**src/rtl/queue_rr_arbiter.sv**
```systemverilog
// Round-robin arbiter sharing one val/rdy output among p_num_reqs requesters,
// with grant locking for bursts of up to p_burst_max messages and a one-entry pipe output register.
module queue_rr_arbiter #(
   parameter int p_num_reqs  = 4,
   parameter int p_msg_nbits = 32,
   parameter int p_burst_max = 4,
   localparam int c_src_nbits = $clog2(p_num_reqs)
) (
   input  logic                              clk,
   input  logic                              reset,
   input  logic [p_num_reqs-1:0]             in_val,
   output logic [p_num_reqs-1:0]             in_rdy,
   input  logic [p_num_reqs*p_msg_nbits-1:0] in_msg,
   output logic                              out_val,
   input  logic                              out_rdy,
   output logic [p_msg_nbits-1:0]            out_msg,
   output logic [c_src_nbits-1:0]            out_src,
   output logic                              locked
);

   localparam int c_cnt_nbits = $clog2(p_burst_max + 1);

   typedef enum logic {IDLE, LOCK} state_t;

   state_t                 state, state_n;
   logic [c_src_nbits-1:0] ptr, ptr_n, owner, owner_n, sel, idx, src;
   logic [c_cnt_nbits-1:0] cnt, cnt_n;
   logic                   can_load, any_val, xfer;

   // Explicit wrap at p_num_reqs so non-power-of-two requester counts never index past N-1.
   function automatic logic [c_src_nbits-1:0] wrap_inc(input logic [c_src_nbits-1:0] i);
      if (int'(i) + 1 >= p_num_reqs) return '0;
      return c_src_nbits'(int'(i) + 1);
   endfunction

   assign can_load = ~out_val | out_rdy;
   assign locked   = (state == LOCK);

   always_comb begin
      sel     = ptr;
      any_val = 1'b0;
      idx     = ptr;
      for (int unsigned k = 0; k < p_num_reqs; k++) begin
         if (!any_val && in_val[idx]) begin
            sel     = idx;
            any_val = 1'b1;
         end
         idx = wrap_inc(idx);
      end
   end

   always_comb begin
      state_n = state;
      ptr_n   = ptr;
      owner_n = owner;
      cnt_n   = cnt;
      xfer    = 1'b0;
      src     = ptr;
      in_rdy  = '0;
      unique case (state)
         IDLE: begin
            if (any_val && can_load) begin
               xfer  = 1'b1;
               src   = sel;
               cnt_n = c_cnt_nbits'(1);
               if (p_burst_max > 1) begin
                  state_n = LOCK;
                  owner_n = sel;
               end else begin
                  ptr_n = wrap_inc(sel);
               end
            end
         end
         LOCK: begin
            // A vanished owner releases the lock regardless of backpressure; backpressure alone only holds.
            if (!in_val[owner]) begin
               state_n = IDLE;
               ptr_n   = wrap_inc(owner);
            end else if (can_load) begin
               xfer  = 1'b1;
               src   = owner;
               cnt_n = cnt + 1'b1;
               if (int'(cnt) + 1 >= p_burst_max) begin
                  state_n = IDLE;
                  ptr_n   = wrap_inc(owner);
               end
            end
         end
         default: ;
      endcase
      in_rdy[src] = xfer & reset;
   end

   always_ff @(posedge clk or negedge reset) begin
      if (!reset) begin
         state   <= IDLE;
         ptr     <= '0;
         owner   <= '0;
         cnt     <= '0;
         out_val <= 1'b0;
         out_msg <= '0;
         out_src <= '0;
      end else begin
         state <= state_n;
         ptr   <= ptr_n;
         owner <= owner_n;
         cnt   <= cnt_n;
         if (xfer) begin
            out_val <= 1'b1;
            out_msg <= in_msg[int'(src)*p_msg_nbits +: p_msg_nbits];
            out_src <= src;
         end else if (out_rdy) begin
            out_val <= 1'b0;
         end
      end
   end

endmodule

```
**config.mk**
```make
export PLATFORM = sky130hd
export DESIGN_NAME = queue_rr_arbiter
export DESIGN_NICKNAME = d
export VERILOG_FILES = /design/src/rtl/queue_rr_arbiter.sv
export SDC_FILE = /design/constraint.sdc
export NUM_CORES = 1
export LEC_CHECK = 0
export CAP_MARGIN = 20
export CORE_ASPECT_RATIO = 1.4
export CORE_UTILIZATION = 27
export DETAILED_ROUTE_END_ITERATION = 7
export SLEW_MARGIN = 20
export SYNTH_ARGS = -nofsm -noshare
export SYNTH_HDL_FRONTEND = slang
export SYNTH_SLANG_ARGS = --single-unit
```
**constraint.sdc**
```tcl
create_clock -name clk -period 3.5 [get_ports clk]
set_input_delay 0.875 -clock clk [delete_from_list [all_inputs] [get_ports clk]]
set_output_delay 0.875 -clock clk [all_outputs]
set_load 0.03 [all_outputs]
```
==> results.sh, run 1 <==
export IMPL_leftover_overflow_at_the_end_of_global_routing=0
export IMPL_period_share=1.07
export IMPL_clk_pin_slew_worst_paths_ns=0.06
export IMPL_worstSetupEndpointType="output port"
export IMPL_setup_violations=4
export IMPL_cts_sink_count=43
export IMPL_synth_compound_area_frac=0.166
export IMPL_power_per_cell_area_mw_per_mm2=1080
export IMPL_reg2reg_from="ptr[1]"
export IMPL_timing_hold_worst_endpoint="out_src[0]"
export IMPL_grt_setup_unrepaired="true"
export IMPL_ff2ff_path_depth=11
export IMPL_final_layout_size_suffix_gt1_frac=0.191
export IMPL_gr_usage_all_layers=0.192
export IMPL_root_buffer="sky130_fd_sc_hd__clkbuf_16"
export IMPL_vias=3140
export IMPL_timing_worst_setup_path_type="in -> out"
export IMPL_clkLatencyLatePin_ns=0.28
export IMPL_timing_final_max_slew_violations=0
export IMPL_synth_yosys_seq_area_share=0.374
export IMPL_nets=630
export IMPL_final_util=0.521
export IMPL_top_usage_layer="met2"
export IMPL_worstHoldStart="out_src[0]"
export IMPL_max_slew_margin=0.625
export IMPL_irDropWorstVdd_mv=0.409
export IMPL_hold_path_class="reg -> reg"
export IMPL_post_dp_hpwl_mm=7.58
export IMPL_critical_path_arrival_ns=2.87
export IMPL_fin_area_sq_mm=0.00540
export IMPL_postPlaceCellArea_sq_mm=0.00509
export IMPL_synthDominantAreaCellType="sky130_fd_sc_hd__dfrtp_1"
export IMPL_synth_simple_gate_area_frac=0.122
export IMPL_std_cell_rows=44
export IMPL_area_delta_synth_final_pct=87.4
export IMPL_n_antenna_cell=0
export IMPL_timing_rr_end="out_msg[29]"
export IMPL_share_of_synthesized_area_spent_on_multiplexers=0.271
export IMPL_timing_hold_violations_final=0
export IMPL_final_min_clock_period_ns=3.75
export IMPL_dieArea_sq_mm=0.0111
export IMPL_gr_usage_met2=0.347
export IMPL_setup_worst_path_start_class="input pin"
export IMPL_htreeDepth=2
export IMPL_total_leakage_power_nw=2.34
export IMPL_routed_wirelength_mm=10.0
export IMPL_remaining_drcs=0
export IMPL_failed_checks="setup timing"
export IMPL_via_per_inst=4.98
export IMPL_detail_route_first_pass_iterations=4
export IMPL_layout_cells_most_common="sky130_fd_sc_hd__clkdlybuf4s50_1"
export IMPL_antenna_violations_before_repair=1
export IMPL_postRouteAntennaNets=0
export IMPL_cts_inserted_buffers=5
export IMPL_crit_required_ns=2.62
export IMPL_synth_distinct_cells=40
export IMPL_core_sq_mm=0.0103
export IMPL_achievable_frequency_mhz=267
export IMPL_warning_count_from_the_yosys_run=0
export IMPL_dr_first_iter_drc_count=122
export IMPL_syn_avg_cell_area_sq_um=10.1
export IMPL_initial_utilization=0.278
export IMPL_timing_final_ws_setup_ns=-0.247
export IMPL_rrSetupSlack_ns=0.24
export IMPL_mappedNetlistArea_sq_mm=0.00288
export IMPL_tightest_slew_ns=0.562
export IMPL_synth_seq_cells=43
export IMPL_die_height_um=124
export IMPL_pre_cts_ws_ns=-0.933
export IMPL_main_combinational_cell_family_by_area_after_synthesis="multiplexers"
export IMPL_share_of_the_synthesized_area_in_the_top_cell_type=0.374
export IMPL_most_common_layout_cells="sky130_fd_sc_hd__clkdlybuf4s50_1 (165), sky130_fd_sc_hd__mux2i_1 (66), sky130_fd_sc_hd__buf_4 (44)"
export IMPL_die_width_um=89.3
export IMPL_use_met1=0.208
export IMPL_io_pins=175
export IMPL_yosys_top_cells_area="sky130_fd_sc_hd__dfrtp_1 (37%), sky130_fd_sc_hd__mux2i_1 (24%), sky130_fd_sc_hd__o221ai_1 (10%), sky130_fd_sc_hd__nand2_1 (5.3%), sky130_fd_sc_hd__mux2_2 (2.3%)"
export IMPL_yosys_area_share_xor_xnor=0
export IMPL_min_path_cells=2
export IMPL_placement_io_buffers=174
export IMPL_first_pass_grt_wire_length_mm=16.5
export IMPL_wire_per_inst_um=15.9
export IMPL_groute_layer_met3_usage=0.0445
export IMPL_cap_violations=0
export IMPL_path_max_fanout=6
export IMPL_mappedNetlistNets=423
export IMPL_yosys_area_share_adder=0.0130
export IMPL_synth_cells=285
export IMPL_max_clock_path_buffers=2
export IMPL_grt_start_max_net_pins=44
export IMPL_cts_tree="yes"
export IMPL_hold_ws_ns=0.479
export IMPL_outcome="finished, violations left"
export IMPL_routabilityCongestion=0.945
export IMPL_grt_pass1_vias=3442
export IMPL_finalClockSkew_ns=0.00464
cells by family after synthesis:
group,count (synthesis)
AO/OA/AOI/OAI,61
flip-flops,43
buffers and inverters,27
AND/OR/NAND/NOR,75
adder cells (fa/ha/maj),3
multiplexers,76
cell type report:
| class | instances | area [sq um] |
|---|---|---|
| Sequential cell | 43 | 1080 |
| Clock buffer | 6 | 139 |
| Inverter | 3 | 11.3 |
| Fill cell | 983 | 4950 |
| Multi-Input combinational cell | 215 | 1810 |
| Clock inverter | 1 | 5.00 |
| Timing Repair Buffer | 224 | 2180 |
| Tap cell | 138 | 173 |
flip-flops by register name (all words and copies together), names as in the netlist:
register,flops
cnt,3
owner,2
out_src,2
out_msg,32
out_val,1
locked,1
ptr,2
metal layers:
layer	share of wire	wire (um)
met5	0.00090	9
met4	0.031	308
met3	0.056	558
met2	0.54	5360
met1	0.38	3770
cell usage after synthesis, drive strengths merged:
cell	instances
and2	1
dfrtp	43
nand3	3
o31ai	1
o32a	1
a22o	1
nor4b	1
nor2	7
buf	14
or3b	1
mux2	6
nand2	41
or2	2
ha	3
nor3b	2
o21ai	10
a21oi	5
nor3	4
a31o	1
or3	3
o21a	2
nor4bb	1
mux4	1
nand2b	5
a31oi	1
nor2b	2
clkbuf	10
o21bai	1
inv	3
o41ai	1
o211ai	1
a311oi	1
nor4	2
mux2i	69
a2111oi	1
a2111o	1
o221ai	33
worst max-delay path by stage:
stage | cells after the start | endpoint | start | slack [ns]
2_1_floorplan | 9 | in_rdy[1] | in_val[3] | -0.34
3_3_place_gp | 8 | in_rdy[3] | in_val[3] | -0.92
3_5_place_dp | 10 | in_rdy[3] | in_val[1] | -0.93
4_1_cts | 10 | in_rdy[0] | in_val[3] | -0.31
5_1_grt | 9 | in_rdy[0] | in_val[3] | -0.35
6_report | 9 | in_rdy[2] | in_val[3] | -0.25
worst max-delay path, stage by stage:
cell and delay (ns):
sky130_fd_sc_hd__buf_8 0.10, sky130_fd_sc_hd__mux4_2 0.50, sky130_fd_sc_hd__a2111o_1 0.40, sky130_fd_sc_hd__a2111oi_2 0.30, sky130_fd_sc_hd__buf_4 0.18, sky130_fd_sc_hd__a21oi_4 0.04, sky130_fd_sc_hd__buf_12 0.14, sky130_fd_sc_hd__nor3b_4 0.17
sky130_fd_sc_hd__buf_6 0.15
per-stage QoR:
stage	TNS [ns]	cells	total power [mW]
3_5_place_dp	-21.56	615	5.06
2_1_floorplan	-1.02	285	3.70
3_3_place_gp	-19.12	615	5.00
6_report	-0.807	630	5.81
5_1_grt	-1.15	630	6.21
4_1_cts	-1.13	630	5.83
where the power goes:
part / switching, mW / internal (mW) / total, mW
logic: 2.21 / 2.17 / 4.39
registers: 0.175 / 0.781 / 0.956
clock network: 0.187 / 0.279 / 0.465
what timing repair did:
item / 4_1_cts / 5_1_grt
hold buffers: 0 / 0
pin swaps: 4 / 4
setup buffers: 7 / 0
cloned: 1 / 0
gates resized for setup: 38 / 10
endpoints found under the setup margin: 36 / 6
Power figures use the tool's default switching activity.
==> inputs of run 2 (changes only) <==
CAP_MARGIN = 40   (was 20)
==> results of run 2 <==
Same layout as run 1: the final DEF is identical, and so are final timing and power.
